===== src/rtl/rps_pkg.sv =====
// Shared types, result codes and the round-judging function for the
// rock-paper-scissors match controller.
package rps_pkg;

  typedef enum logic [1:0] {
    NONE     = 2'd0,
    ROCK     = 2'd1,
    PAPER    = 2'd2,
    SCISSORS = 2'd3
  } move_t;

  typedef enum logic [1:0] {
    ST_COLLECT = 2'd0,
    ST_JUDGE   = 2'd1,
    ST_REVEAL  = 2'd2,
    ST_DONE    = 2'd3
  } state_t;

  localparam logic [1:0] RES_TIE = 2'b00;
  localparam logic [1:0] RES_P1  = 2'b01;
  localparam logic [1:0] RES_P2  = 2'b10;

  // Equal moves and any pairing involving NONE fall through to a tie.
  function automatic logic [1:0] judge(input move_t a, input move_t b);
    logic [1:0] r;
    r = RES_TIE;
    case ({a, b})
      {ROCK, SCISSORS}, {PAPER, ROCK}, {SCISSORS, PAPER}: r = RES_P1;
      {SCISSORS, ROCK}, {ROCK, PAPER}, {PAPER, SCISSORS}: r = RES_P2;
      default: r = RES_TIE;
    endcase
    return r;
  endfunction

endpackage


===== src/rtl/rps_move_latch.sv =====
// Per-player move capture: one-hot check, latched move, locked flag and
// single-cycle invalid pulse. clear has priority over any same-cycle lock.
module rps_move_latch
  import rps_pkg::*;
(
  input  logic  clk,
  input  logic  rst,
  input  logic  clear,
  input  logic  enable,
  input  logic  rock,
  input  logic  paper,
  input  logic  scissors,
  input  logic  lock,
  output move_t move,
  output logic  locked,
  output logic  invalid,
  output logic  accept
);

  move_t move_in_s;
  move_t move_r;
  logic  onehot_s;
  logic  take_s;
  logic  locked_r;
  logic  invalid_r;

  // Decode the switch levels; anything other than exactly one high is NONE.
  always_comb begin
    move_in_s = NONE;
    case ({rock, paper, scissors})
      3'b100:  move_in_s = ROCK;
      3'b010:  move_in_s = PAPER;
      3'b001:  move_in_s = SCISSORS;
      default: move_in_s = NONE;
    endcase
    onehot_s = (move_in_s != NONE);
    take_s   = enable & lock & ~locked_r & ~clear;
    accept   = take_s & onehot_s;
  end

  // Capture state: move, locked flag and the invalid strobe.
  always_ff @(posedge clk or negedge rst) begin
    if (!rst) begin
      move_r    <= NONE;
      locked_r  <= 1'b0;
      invalid_r <= 1'b0;
    end else if (clear) begin
      move_r    <= NONE;
      locked_r  <= 1'b0;
      invalid_r <= 1'b0;
    end else begin
      invalid_r <= take_s & ~onehot_s;
      if (accept) begin
        move_r   <= move_in_s;
        locked_r <= 1'b1;
      end
    end
  end

  assign move    = move_r;
  assign locked  = locked_r;
  assign invalid = invalid_r;

endmodule


===== src/rtl/rps_match_controller.sv =====
// Match sequencer: collects both players' moves, judges the round, holds
// the result for a reveal window and stops when a player reaches WIN_SCORE.
module rps_match_controller
  import rps_pkg::*;
#(
  parameter logic [3:0] WIN_SCORE     = 4'd10,
  parameter int         REVEAL_CYCLES = 50_000_000
) (
  input  logic       clk,
  input  logic       rst,
  input  logic       new_game,
  input  logic       rock1,
  input  logic       paper1,
  input  logic       scissors1,
  input  logic       rock2,
  input  logic       paper2,
  input  logic       scissors2,
  input  logic       lock1,
  input  logic       lock2,
  output logic [1:0] result,
  output logic [3:0] score1,
  output logic [3:0] score2,
  output logic [4:0] round_cnt,
  output logic       p1_locked,
  output logic       p2_locked,
  output logic       invalid1,
  output logic       invalid2,
  output logic       reveal,
  output logic       match_over,
  output logic [1:0] winner
);

  localparam int          CW   = (REVEAL_CYCLES > 1) ? $clog2(REVEAL_CYCLES) : 1;
  localparam logic [CW-1:0] LAST = CW'(REVEAL_CYCLES - 1);

  state_t        state_r, state_s;
  logic [CW-1:0] cnt_r, cnt_s;
  logic          clear_s, enable_s, win_reached_s;
  logic [1:0]    judge_s;

  move_t move1_s, move2_s;
  logic  locked1_s, locked2_s, invalid1_s, invalid2_s, accept1_s, accept2_s;

  logic [1:0] result_r, winner_r;
  logic [3:0] score1_r, score2_r;
  logic [4:0] round_r;
  logic       reveal_r, match_over_r;

  rps_move_latch u_p1 (
    .clk(clk), .rst(rst), .clear(clear_s), .enable(enable_s),
    .rock(rock1), .paper(paper1), .scissors(scissors1), .lock(lock1),
    .move(move1_s), .locked(locked1_s), .invalid(invalid1_s), .accept(accept1_s)
  );

  rps_move_latch u_p2 (
    .clk(clk), .rst(rst), .clear(clear_s), .enable(enable_s),
    .rock(rock2), .paper(paper2), .scissors(scissors2), .lock(lock2),
    .move(move2_s), .locked(locked2_s), .invalid(invalid2_s), .accept(accept2_s)
  );

  // FSM state and reveal counter register.
  always_ff @(posedge clk or negedge rst) begin
    if (!rst) begin
      state_r <= ST_COLLECT;
      cnt_r   <= '0;
    end else begin
      state_r <= state_s;
      cnt_r   <= cnt_s;
    end
  end

  // Next-state logic; locks are cleared on new_game or on returning to COLLECT.
  always_comb begin
    state_s       = state_r;
    cnt_s         = cnt_r;
    clear_s       = 1'b0;
    enable_s      = (state_r == ST_COLLECT);
    win_reached_s = (score1_r == WIN_SCORE) || (score2_r == WIN_SCORE);
    judge_s       = judge(move1_s, move2_s);
    if (new_game) begin
      state_s = ST_COLLECT;
      cnt_s   = '0;
      clear_s = 1'b1;
    end else begin
      case (state_r)
        ST_COLLECT: begin
          if ((locked1_s | accept1_s) & (locked2_s | accept2_s)) begin
            state_s = ST_JUDGE;
          end else begin
            state_s = ST_COLLECT;
          end
        end
        ST_JUDGE: begin
          state_s = ST_REVEAL;
          cnt_s   = '0;
        end
        ST_REVEAL: begin
          if (cnt_r == LAST) begin
            cnt_s = '0;
            if (win_reached_s) begin
              state_s = ST_DONE;
            end else begin
              state_s = ST_COLLECT;
              clear_s = 1'b1;
            end
          end else begin
            cnt_s = cnt_r + CW'(1);
          end
        end
        ST_DONE:  state_s = ST_DONE;
        default:  state_s = ST_COLLECT;
      endcase
    end
  end

  // Round result, scores, round count and the registered status outputs.
  always_ff @(posedge clk or negedge rst) begin
    if (!rst) begin
      result_r     <= RES_TIE;
      score1_r     <= 4'd0;
      score2_r     <= 4'd0;
      round_r      <= 5'd0;
      reveal_r     <= 1'b0;
      match_over_r <= 1'b0;
      winner_r     <= 2'b00;
    end else if (new_game) begin
      result_r     <= RES_TIE;
      score1_r     <= 4'd0;
      score2_r     <= 4'd0;
      round_r      <= 5'd0;
      reveal_r     <= 1'b0;
      match_over_r <= 1'b0;
      winner_r     <= 2'b00;
    end else begin
      reveal_r     <= (state_s == ST_REVEAL);
      match_over_r <= (state_s == ST_DONE);
      if (state_r == ST_JUDGE) begin
        result_r <= judge_s;
        if (round_r != 5'd31) round_r <= round_r + 5'd1;
        if (judge_s == RES_P1 && score1_r < WIN_SCORE) score1_r <= score1_r + 4'd1;
        if (judge_s == RES_P2 && score2_r < WIN_SCORE) score2_r <= score2_r + 4'd1;
      end
      if (state_r == ST_REVEAL && state_s == ST_DONE) begin
        winner_r <= (score1_r == WIN_SCORE) ? RES_P1 : RES_P2;
      end
    end
  end

  assign result     = result_r;
  assign score1     = score1_r;
  assign score2     = score2_r;
  assign round_cnt  = round_r;
  assign p1_locked  = locked1_s;
  assign p2_locked  = locked2_s;
  assign invalid1   = invalid1_s;
  assign invalid2   = invalid2_s;
  assign reveal     = reveal_r;
  assign match_over = match_over_r;
  assign winner     = winner_r;

endmodule


===== config.mk =====
export PLATFORM = sky130hd
export DESIGN_NAME = rps_match_controller
export DESIGN_NICKNAME = d
export VERILOG_FILES = /design/src/rtl/rps_pkg.sv /design/src/rtl/rps_move_latch.sv /design/src/rtl/rps_match_controller.sv
export SDC_FILE = /design/constraint.sdc
export NUM_CORES = 1
export LEC_CHECK = 0
export CORE_UTILIZATION = 49
export CTS_CLUSTER_SIZE = 40
export DETAILED_ROUTE_END_ITERATION = 7
export PLACE_DENSITY = 0.72
export SETUP_SLACK_MARGIN = 0.02
export SLEW_MARGIN = 20
export SYNTH_ARGS = -nofsm -noshare
export SYNTH_HDL_FRONTEND = slang
export SYNTH_HIERARCHICAL = 1
export SYNTH_SLANG_ARGS = --single-unit

===== constraint.sdc =====
create_clock -name clk -period 3.5 [get_ports clk]
set_input_delay 0.7 -clock clk [delete_from_list [all_inputs] [get_ports clk]]
set_output_delay 0.7 -clock clk [all_outputs]
set_load 0.02 [all_outputs]

==> summary.md, run 1 <==
After technology mapping, the gate count stands at 301. The number of H-tree branching levels is 2, and the synthesized-area fraction occupied by xor and xnor cells is 0.08868. The sequential cell area fraction in the yosys report is 0.4645.

The area inside the core boundary is 5675 µm². Walking the worst path, the cells encountered are or4b_1 -> or4_4 -> nor2_1 -> a21o_1 -> nand4bb_1 -> nor2_1 -> o22ai_1 -> nor2_1 -> o22ai_1 -> nor3_1. On the critical path the largest part of the delay comes from simple AND/OR/NAND/NOR gates. After detailed routing, the average wire length per cell comes to 14.72 µm. In the post-synthesis netlist, the biggest area contributors are sky130_fd_sc_hd__dfrtp_1 46%, sky130_fd_sc_hd__xnor2_1 6.2%, sky130_fd_sc_hd__nor2_1 5.4%. The logs give 0 ps for the total negative slack and 4 for the iteration count of the initial detailed-routing pass. The remaining routing DRC violations is 0.

Timing analysis after detailed placement gives a worst setup slack of 652.2 ps. The run gives 55 as the number of distinct library cells after synthesis. In the synthesized netlist the dominant register cell turns out to be sky130_fd_sc_hd__dfrtp_1.

CTS placed an instance of sky130_fd_sc_hd__clkbuf_8 at the clock tree root. The share of synthesized area spent on multiplexers is 0.01731. Setup violations remaining at the end of the flow were counted as 0. The logs give 0 for the number of hold violations in the final report and 0.3590 for the met2 demand-to-capacity share in global routing. The share of cells above drive strength 1 is 0.1026, and the number of enable flip-flop cells after synthesis is 0. The cell type of the slowest stage on the worst timing path is sky130_fd_sc_hd__or4_4. Of all cell types, the one taking the most synthesized area is sky130_fd_sc_hd__dfrtp_1. The number of buffers and inverters on the critical path is 0.

The tools report the initial antenna violation count as 0. At the end of routability-driven placement, the weighted congestion stood at 0.8277. The transition time of the tightest slew-check pin was 800.8 ps. TritonCTS built the clock tree. Total wire length: 6.080 mm.

The tree built by TritonCTS fans out to 55 sinks. When the netlist entered floorplanning its net count stood at 319. For this run, the slowest stage of the critical path takes 540 ps.

The logs give 0 for the number of gates resized after CTS and 6 for the warning count from the yosys run. The worst setup slack after layout was 623.6 ps; the die span in x was 79.76 µm. The tools report the number of max-slew violations in the final report as 0. The global routing met1 resource utilization was 0.2779. The most used standard cell by instance count after synthesis is sky130_fd_sc_hd__dfrtp_1. The total overflow left after global routing is 0. The leakage dissipation is 1.457 nW. The simple-gate portion of the synthesized area is 0.2572.

The post-synthesis compound-gate area fraction came out at 0.1119. The height of the die was 79.76 µm. The run finished with clean final reports. The routing layer with the top usage in global route is met2. The post-synthesis instance area came out at 2963 µm². The total power density per cell area works out to 339.8 nW/µm². After clock tree synthesis, the clock-pin slew on the worst setup and hold paths is 90 ps.

In this run the post-CTS setup repair buffer count came out at 0. Critical setup path kind: reg -> reg. Data on the critical path arrives at its endpoint at 3070 ps. The final route contains 2326 vias. The share of Yosys cell area claimed by the top area cell type came out at 0.4645.

In this run, CTS created clock tree buffers numbering 5. The tools report the maximum number of pins on one net before global-route repair as 24. The tools report the reported max-cap violation count as 0.

Including well taps, the total number of placed cells is 405. The arithmetic-cell share of the synthesized area counting full adders, half adders and majority gates was 0.02956. The total of buffers placed on input and output ports works out to 33. Path category of the worst min-delay check: in -> async. The final setup skew was 9.873 ps. Compared with the post-synthesis result, the final layout area differs by 17.44%. The worst-case vdd ir drop was 0.2263 mV; the average footprint of a synthesized cell was 9.843 µm². The highest fanout seen on the critical path was 11. The largest family of logic cells by synthesized area was simple AND/OR/NAND/NOR gates. The net count of the finished layout is 358, and the global-route wire length before repair is 10.49 mm. For the starting density of the core, the log shows 0.5220.

Setup repair after global routing left no endpoint under its margin. During I/O placement, the number of pins put on the boundary was 34. The final critical-path share of the clock period works out to 0.8218.

The logs give 0.04914 for the met3 layer usage reported by global route and 310 ps for the insertion delay to the later sink of the worst-skew pair. The share of flip-flops with an asynchronous set or reset after synthesis came out at 1.000. The tools report the kind of capture point of the worst setup path as a flop.

The commonest cells after synthesis are 55 x sky130_fd_sc_hd__dfrtp_1, 43 x sky130_fd_sc_hd__nor2_1, 21 x sky130_fd_sc_hd__xnor2_1. The total of hold buffers inserted after clock tree synthesis was 0. The shortest clock period the worst path allows after layout is 2876 ps. Static timing analysis puts the maximum clock frequency at 347.7 MHz. Via density per instance: 5.632. The total global-route track usage came out at 0.2150. By instance count, the cell type seen most on the critical path is sky130_fd_sc_hd__nor2_1.

The run gives 413 as the non-filler instance count after layout. The flop-to-flop setup slack is 620 ps, and the post-synthesis sequential element count is 55. Data on the critical path is required at its endpoint by 3690 ps.

The number of global-route vias before repair was 2313; the overall die area was 6362 µm². The worst setup path is launched from a flop. The HPWL after detailed placement is 4.387 mm. The clock tree buffer depth was 2.

The worst-case headroom to the max-slew limit was 0.4629. The DRC marker count from the first detailed-route iteration is 85, and the number of nets still failing antenna checks after routing is 0. The number of antenna diodes in the final layout is 0. The run gives 27 as the number of rows in the core area.
==> final cells by class <==
class                      instances  area [µm²]
sequential                        55        1376
inverter                          12       45.04
clock buffer                       7       86.33
clock inverter                     1       8.758
multi-input combinational        226        1495
timing repair buffer              40       377.9
tap                               72       90.09
fill                             495        2196
==> cells by family (layout without fill, tap and decap cells) <==
| logic type | after synthesis | count (layout) |
|---|---|---|
| AND/OR/NAND/NOR | 136 | 136 |
| flip-flops | 55 | 55 |
| AO/OA/AOI/OAI | 48 | 48 |
| XOR/XNOR | 30 | 30 |
| buffers and inverters | 20 | 60 |
| adder cells (fa/ha/maj) | 7 | 7 |
| multiplexers | 5 | 5 |
==> routing by layer <==
| metal | vias to the layer above | part of all wire |
|---|---|---|
| met5 | - | 0 |
| met4 | 0 | 0.011 |
| met3 | 7 | 0.020 |
| met2 | 18 | 0.50 |
| met1 | 1150 | 0.47 |
| li1 | 1151 | - |
==> sequential cells by signal, summed over array words and instances, names as in the netlist, 2 cells and up <==
register,count
state_r,2
winner,2
u_p2/move,2
cnt_r,26
result,2
round_cnt,5
score2,4
u_p1/move,2
score1,4
==> per-stage QoR <==
step	total power (W)	util	area, µm²	hold WS (ps)
final	0.001182	0.6131	3480	332.7
after CTS	0.001198	0.6131	3480	329.5
after global placement	0.0008209	0.5963	3385	506.5
after global routing	0.001238	0.6131	3480	350.1
after detailed placement	0.0008236	0.5963	3385	522.3
after floorplan	0.0007594	-	2963	404.4
==> final timing paths <==
check / from / end / cells after the start
worst max-delay path: cnt_r[7]$_DFFE_PN0P_ / state_r[0]$_DFF_PN0_ / 10
worst min-delay path: rst / u_p1/move[0]$_DFFE_PN0P_ / 1
max in group asynchronous: rst / cnt_r[17]$_DFFE_PN0P_ / 2
worst min register to register: winner[0]$_DFFE_PN0P_ / winner[0]$_DFFE_PN0P_ / 2
min in group clk: winner[0]$_DFFE_PN0P_ / winner[0]$_DFFE_PN0P_ / 2
worst max register to register: cnt_r[7]$_DFFE_PN0P_ / state_r[0]$_DFF_PN0_ / 10
==> where the power goes <==
part           leakage [nW]  internal, W  switching [W]  total, W
Combinational         0.644    0.0000590      0.0000854  0.000144
Clock                0.0484     0.000163       0.000210  0.000373
Sequential            0.764     0.000649      0.0000162  0.000665
Total                  1.46     0.000871       0.000311   0.00118
==> cells in the final DEF (no fill, tap or decap), types with 4 or more instances in the layout <==
cell,count
sky130_fd_sc_hd__dfrtp_1,55
sky130_fd_sc_hd__nand4_1,8
sky130_fd_sc_hd__xnor2_1,21
sky130_fd_sc_hd__xor2_1,9
sky130_fd_sc_hd__and3_1,5
sky130_fd_sc_hd__mux2i_1,4
sky130_fd_sc_hd__o22ai_1,5
sky130_fd_sc_hd__clkdlybuf4s50_1,32
sky130_fd_sc_hd__nand2b_1,7
sky130_fd_sc_hd__a21oi_1,7
sky130_fd_sc_hd__nor3_1,11
sky130_fd_sc_hd__nand2_1,13
sky130_fd_sc_hd__buf_4,7
sky130_fd_sc_hd__inv_1,12
sky130_fd_sc_hd__nor2_2,10
sky130_fd_sc_hd__o21ai_0,10
sky130_fd_sc_hd__nor2_1,43
sky130_fd_sc_hd__ha_1,7
sky130_fd_sc_hd__nand3_1,5
sky130_fd_sc_hd__clkbuf_8,6
sky130_fd_sc_hd__nor4_1,4
sky130_fd_sc_hd__or3_1,4
Note: power is estimated with default switching activity, not from simulation.
==> run 2, diff against run 1 <==
PLACE_DENSITY = 0.75   (was 0.72)
clock period = 2.56 ns   (was 3.5 ns; I/O delays follow)
==> run 2 against run 1 <==
Effect of this change:
- total power rose by 39%
- clock-buffer cell count fell by 2
- core utilization rose by 2.4 points
- highest routed layer unchanged
==> summary.md, run 2 (synthesis gave the netlist of run 1 again) <==
The logs give 5675 µm² (unchanged) for the area inside the core boundary and 0.3291 mV (was 0.2263 mV) for the worst-case vdd ir drop. The largest stage delay on the critical path came out at 560 ps (was 540 ps). The final weighted congestion in routability-driven placement is 0.7959 (was 0.8277), and the via density per instance is 5.639 (was 5.632). The tools report the remaining routing DRC violations as 0 (unchanged). The maximum number of pins on one net before global-route repair came out at 34 (was 24).

CP Cell Sequence: or3b_4 -> or4_4 -> nor2_4 -> a21o_4 -> buf_4 -> and4bb_1 -> a311o_1 -> o21ai_2 (was or4b_1 -> or4_4 -> nor2_1 -> a21o_1 -> nand4bb_1 -> nor2_1 -> o22ai_1 -> nor2_1 -> o22ai_1 -> nor3_1). The critical setup path kind was reg -> reg (unchanged). The transition time of the tightest slew-check pin came out at 533.4 ps (was 800.8 ps). The run gives 6362 µm² (unchanged) as the overall die area. The kind of cell adding the most delay to the critical path is simple AND/OR/NAND/NOR gates (unchanged).

The total overflow reported by the global router was 0 (unchanged). Initial antenna violation count: 0 (unchanged). The flow ran to the end, and the final reports show no timing, DRC or antenna violations.

Setup repair after global routing could not meet its margin everywhere. The run gives 0.6444 (was 0.4629) as the worst-case headroom to the max-slew limit. Utilization after layout: 0.6373 (was 0.6131). The number of nets still failing antenna checks after routing is 0 (unchanged).

For the number of global-route vias before repair, the log shows 2306 (was 2313). The DRC marker count from the first detailed-route iteration is 119 (was 85), and the area of all sequential standard cells is 1378 µm² (was 1376 µm²). The logs give 55.19 ps (was 652.2 ps) for the pre-CTS setup slack and 2820 ps (was 3690 ps) for the required time of the critical path. The tools report the starting density of the core as 0.5220 (unchanged). The highest fanout seen on the critical path came out at 7 (was 11). The most common cell after layout, fill and taps aside is sky130_fd_sc_hd__dfrtp_1 (unchanged). The buffering stage count on the worst path with inverters included was 1 (was 0). The total inserted antenna cells was 0 (unchanged). Most used cells in the layout excluding fill and tap cells: 54 x sky130_fd_sc_hd__dfrtp_1, 42 x sky130_fd_sc_hd__nor2_1, 32 x sky130_fd_sc_hd__clkdlybuf4s50_1 (was 55 x sky130_fd_sc_hd__dfrtp_1, 43 x sky130_fd_sc_hd__nor2_1, 32 x sky130_fd_sc_hd__clkdlybuf4s50_1).

The reported max-cap violation count was 0 (unchanged); the number of max-slew violations in the final report was 0 (unchanged). The total negative slack is 0 ps (unchanged), and the leakage dissipation is 1.511 nW (was 1.457 nW). Register bank with the most flops: cnt_r (unchanged). The total power density per cell area was 455.9 nW/µm² (was 339.8 nW/µm²); the die span in x was 79.76 µm (unchanged). Total of buffers placed on input and output ports: 33 (unchanged). The fill cell total of the finished layout is 463 (was 495), and the setup-violating endpoint count in the final report is 0 (unchanged). For the TritonCTS buffer count, the log shows 5 (unchanged). Kind of capture point of the worst setup path: a flop (unchanged). Register clock-pin slew on the reported worst setup and hold paths: 100 ps (was 90 ps). The tools report the nature of the critical path startpoint as a flop (unchanged). The cell type of the slowest stage on the worst timing path was sky130_fd_sc_hd__or4_4 (unchanged).

The top-level port count was 34 (unchanged). The height of the die is 79.76 µm (unchanged), and the maximum achievable frequency is 401.5 MHz (was 347.7 MHz). The shortest clock period the worst path allows after layout is 2491 ps (was 2876 ps).

The path category of the worst min-delay check was in -> async (unchanged). The placed standard-cell area came out at 3487 µm² (was 3385 µm²). Number of H-tree branching levels: 2 (unchanged). The tools report the count of clock tree sinks as 55 (unchanged).

Half-perimeter wire length after placement: 4.605 mm (was 4.387 mm). Data arrival time at the worst-slack endpoint: 2750 ps (was 3070 ps). The area used by multi-input combinational logic is 1545 µm² (was 1495 µm²). The count of vias placed by the detailed router was 2374 (was 2326). The final setup skew is 2.976 ps (was 9.873 ps), and the iteration count of the initial detailed-routing pass is 4 (unchanged). The clock tree buffer depth came out at 2 (unchanged). The net count of the finished layout came out at 366 (was 358). The buffer cell driving the clock tree root was sky130_fd_sc_hd__clkbuf_8 (unchanged). The worst setup slack after layout was 69.06 ps (was 623.6 ps). The number of hold violations in the final report came out at 0 (unchanged). The global-route wire length before repair is 10.89 mm (was 10.49 mm), and the final critical-path share of the clock period is 0.9730 (was 0.8218).

The worst hold slack after final layout is 159.3 ps (was 332.7 ps), and the number of rows in the core area is 27 (unchanged). The insertion delay to the later sink of the worst-skew pair was 320 ps (was 310 ps); the total global-route track usage was 0.2215 (was 0.2150). The share of cells above drive strength 1 came out at 0.1404 (was 0.1026).

TritonCTS built the clock tree. The mean routed wirelength per cell works out to 15.50 µm (was 14.72 µm). The number of flip-flops under the largest register name is 26 (unchanged). The area added between synthesis and finish is 22.09% (was 17.44%), and the final cell area excluding filler cells is 3617 µm² (was 3480 µm²). The run gives 6.524 mm (was 6.080 mm) as the total wire length.
[run 2: routing by layer]
metal	wire length [µm]	GRT usage	vias to the layer above
met5	0	0	-
met2	3210	0.3692	45
met4	110	0.07679	0
li1	-	-	1161
met3	197	0.03657	11
met1	3005	0.2909	1157
[run 2: worst paths after layout]
check,from,end,slack (ps),cells after the start
setup / recovery,cnt_r[9]$_DFFE_PN0P_,u_p1/move[0]$_DFFE_PN0P_,70,8
hold / removal,rst,match_over$_DFF_PN0_,160,1
setup reg to reg,cnt_r[9]$_DFFE_PN0P_,u_p1/move[0]$_DFFE_PN0P_,70,8
hold reg to reg,cnt_r[18]$_DFFE_PN0P_,cnt_r[18]$_DFFE_PN0P_,540,1
max in group asynchronous,rst,cnt_r[12]$_DFFE_PN0P_,1830,2
min in group clk,cnt_r[18]$_DFFE_PN0P_,cnt_r[18]$_DFFE_PN0P_,540,1
[run 2: metrics by stage]
stage          total power (W)  instances
2_1_floorplan         0.001049        301
3_3_place_gp          0.001140        409
3_5_place_dp          0.001144        409
4_1_cts               0.001664        417
5_1_grt               0.001726        421
6_report              0.001649        421
[run 2: final cells by class]
class                           count  share of cell area
Multi-Input combinational cell    226              0.4272
Tap cell                           72             0.02490
Timing Repair Buffer               48              0.1280
Clock inverter                      3            0.007610
Sequential cell                    55              0.3808
Clock buffer                        5             0.01902
Inverter                           12             0.01245
[run 2: where the power goes]
| group | total [W] | internal [W] | switching, W | leakage, nW |
|---|---|---|---|---|
| logic | 0.000220 | 0.0000963 | 0.000124 | 0.702 |
| clock network | 0.000518 | 0.000203 | 0.000315 | 0.0467 |
| registers | 0.000911 | 0.000888 | 0.0000228 | 0.762 |
| total | 0.00165 | 0.00119 | 0.000461 | 1.51 |
[run 2: timing repair]
action / 4_1_cts / 5_1_grt
setup endpoints to repair: 0 / 1
buffers inserted: 0 / 4
hold buffers: 0 / 0
gates resized for setup: 0 / 2
==> run 3, diff against run 2 <==
CORE_MARGIN = 5   (was default)
==> run 3 against run 2 <==
Effect of this change:
- final cell count up 0.71%
- clock skew up 4.1 ps
- first-iteration DRC count shrank 25%
- register-to-register slack about the same
- critical path depth shrank 1
- die area increased by 21%
- maximum frequency about the same
- sequential share of layout area is 0.11 points higher
==> summary.md, run 3 (synthesis gave the netlist of run 1 again) <==
Setup repair after global routing could not meet its margin everywhere. Endpoint of the worst-slack reg-to-reg timing path: cnt_r[13]$_DFFE_PN0P_ (was u_p1/move[0]$_DFFE_PN0P_). The number of nets still failing antenna checks after routing is 0 (unchanged), and the final cell area excluding filler cells is 3607 µm² (was 3617 µm²). The total power density per cell area works out to 441.5 nW/µm² (was 455.9 nW/µm²). For the insertion delay to the later sink of the worst-skew pair, the log shows 300 ps (was 320 ps). The placed standard-cell area is 3483 µm² (was 3487 µm²), and the via density per instance is 5.651 (was 5.639).

The total negative slack is 0 ps (unchanged). For the total wire length, the log shows 6.533 mm (was 6.524 mm). The total global-route track usage was 0.1805 (was 0.2215); the overall die area was 7702 µm² (was 6362 µm²). For the maximum number of pins on one net before global-route repair, the log shows 56 (was 34).

The run gives 0 (unchanged) as the number of hold violations in the final report. The flop-to-flop setup slack is 70 ps (about the same). The run gives 0 (unchanged) as the initial antenna violation count. The shortest clock period the worst path allows after layout works out to 2491 ps (about the same). The critical setup path kind was reg -> reg (unchanged).

Routing layer with the top usage in global route: met2 (unchanged). The run gives 2750 ps (was 2820 ps) as the required time of the critical path. For the count of clock tree sinks, the log shows 55 (unchanged). The run gives 2274 (was 2306) as the number of global-route vias before repair. The register bank with the most flops is cnt_r (unchanged).

For the final weighted congestion in routability-driven placement, the log shows 0.7820 (was 0.7959). The tools report the count of vias placed by the detailed router as 2396 (was 2374). The half-perimeter wire length after placement is 4.642 mm (was 4.605 mm), and the area inside the core boundary is 5886 µm² (was 5675 µm²). The tools report the DRC marker count from the first detailed-route iteration as 89 (was 119). Kind of cell adding the most delay to the critical path: simple AND/OR/NAND/NOR gates (unchanged). The met3 layer usage reported by global route is 0.03104 (was 0.03657), and the utilization after layout is 0.6129 (was 0.6373). The total of buffers placed on input and output ports was 33 (unchanged). The tools report the buffer cell driving the clock tree root as sky130_fd_sc_hd__clkbuf_8 (unchanged). The starting density of the core is 0.5034 (was 0.5220). The reported max-cap violation count is 0 (unchanged). The tools report the beginning of the worst register-to-register path as cnt_r[9]$_DFFE_PN0P_ (unchanged). The run finished with clean final reports. For the clock tree buffer depth, the log shows 2 (unchanged). The most common cell after layout, fill and taps aside is sky130_fd_sc_hd__dfrtp_1 (unchanged). Most used cells in the layout excluding fill and tap cells: 54 x sky130_fd_sc_hd__dfrtp_1, 42 x sky130_fd_sc_hd__nor2_1, 32 x sky130_fd_sc_hd__clkdlybuf4s50_1 (unchanged).

For the leakage dissipation, the log shows 1.510 nW (was 1.511 nW). The top-level port count is 34 (unchanged), and the fraction of power consumed by combinational cells is 0.137 (was 0.133). The register share of total power is 0.572 (was 0.552). The run gives 0.2925 (was 0.3692) as the met2 demand-to-capacity share in global routing. The logs give 11.01 mm (was 10.89 mm) for the global-route wire length before repair and 2 (unchanged) for the number of H-tree branching levels. The register clock-pin slew on the reported worst setup and hold paths is 100 ps (about the same), and the worst-case headroom to the max-slew limit is 0.5268 (was 0.6444).

The cell type of the slowest stage on the worst timing path was sky130_fd_sc_hd__or4_4 (unchanged). The transition time of the tightest slew-check pin works out to 709.7 ps (was 533.4 ps). The path category of the worst min-delay check was in -> async (unchanged). The data arrival time at the worst-slack endpoint is 2680 ps (was 2750 ps), and the buffering stage count on the worst path with inverters included is 2 (was 1). The number of rows in the core area was 28 (was 27). CP Cell Sequence: or3b_2 -> or4_4 -> buf_4 -> or2_4 -> o211ai_2 -> buf_12 -> o21ai_1 (was or3b_4 -> or4_4 -> nor2_4 -> a21o_4 -> buf_4 -> and4bb_1 -> a311o_1 -> o21ai_2).

The run gives 0.291 (was 0.314) as the clock network fraction of total power. The number of flip-flops under the largest register name works out to 26 (unchanged). The switching fraction of total power is 0.2654 (was 0.2799), and the highest fanout seen on the critical path is 23 (was 7). The run gives 366 (unchanged) as the net count of the finished layout. The die span in x came out at 87.76 µm (was 79.76 µm).

The largest stage delay on the critical path works out to 560 ps (about the same). TritonCTS buffer count: 5 (unchanged). The tools report the setup-violating endpoint count in the final report as 0 (unchanged). The internal power was 0.001170 W (was 0.001187 W); the number of max-slew violations in the final report was 0 (unchanged). Mean routed wirelength per cell: 15.41 µm (was 15.50 µm). The final setup skew is 7.089 ps (was 2.976 ps).

The tools report the worst-case vdd ir drop as 0.2551 mV (was 0.3291 mV). Global routing met1 resource utilization: 0.2464 (was 0.2909). TritonCTS built the clock tree. The area added between synthesis and finish works out to 21.75% (was 22.09%). The total overflow reported by the global router came out at 0 (unchanged). The kind of capture point of the worst setup path was a flop (unchanged). The share of cells above drive strength 1 was 0.1404 (unchanged). The maximum achievable frequency was 401.4 MHz (was 401.5 MHz); the net switching power was 0.0004227 W (was 0.0004615 W). The nature of the critical path startpoint is a flop (unchanged).

The remaining routing DRC violations is 0 (unchanged), and the height of the die is 87.76 µm (was 79.76 µm). The iteration count of the initial detailed-routing pass is 4 (unchanged), and the final critical-path share of the clock period is 0.9731 (was 0.9730). The run gives 0 (unchanged) as the total inserted antenna cells. The number of cell instances on the worst register-to-register path works out to 7 (was 8).
[run 3: area by class of cell]
class                   count  area, µm²
clock buffers               5      68.82
clock inverters             3      15.01
fillers                   505       2278
inverters                  12      45.04
multi-input cells         227       1551
flip-flops and latches     55       1378
well taps                  75      93.84
repair buffers             47      455.4
[run 3: how the worst max path moves through the flow]
stage	startpoint	cells after the start	end	slack (ps)
floorplan	cnt_r[7]$_DFFE_PN0P_	10	state_r[0]$_DFF_PN0_	110
global placement	cnt_r[7]$_DFFE_PN0P_	10	state_r[0]$_DFF_PN0_	90
detailed placement	cnt_r[7]$_DFFE_PN0P_	10	state_r[0]$_DFF_PN0_	0.7
CTS	cnt_r[7]$_DFFE_PN0P_	10	state_r[0]$_DFF_PN0_	30
global route	cnt_r[9]$_DFFE_PN0P_	7	cnt_r[13]$_DFFE_PN0P_	-8
finish	cnt_r[9]$_DFFE_PN0P_	7	cnt_r[13]$_DFFE_PN0P_	70
[run 3: timing repair]
action	4_1_cts	5_1_grt
endpoints found under the setup margin	1	1
setup buffers	2	2
gates resized for setup	0	1
pin swaps	2	6
gates cloned	1	0
hold buffers	0	0
[run 3: worst reg2reg max path: cells and delay by family, from the launching register on]
family / cells / cell delay [ps]
AO/OA/AOI/OAI: 2 / 300
AND/OR/NAND/NOR: 3 / 1300
buffers and inverters: 2 / 360
flip-flops: 1 / 420
[run 3: power groups by stage]
stage | Sequential, W | Clock [W] | Combinational [W]
floorplan | 0.000936 | 0 | 0.000112
global placement | 0.000926 | 0 | 0.000213
detailed placement | 0.000928 | 0 | 0.000217
CTS | 0.000910 | 0.000484 | 0.000220
global route | 0.000914 | 0.000517 | 0.000240
finish | 0.000910 | 0.000464 | 0.000218
[run 3: metrics by stage]
stage	setup slack, ps	power [W]	instances	hold WS, ps
after floorplan	109.4	0.001049	301	216.4
after global placement	94.49	0.001139	411	505.9
after detailed placement	0.6533	0.001145	411	515.2
after CTS	27.97	0.001615	422	349.8
after global routing	-8.261	0.001671	424	370.0
final	68.96	0.001593	424	314.4
[run 3: layer usage]
layer  wire [µm]  part of all wire  up-vias
li1            -                 -     1164
met1        3045              0.47     1183
met4          90             0.014        0
met3         175             0.027        8
met2        3221              0.49       41
met5           0                 0        -
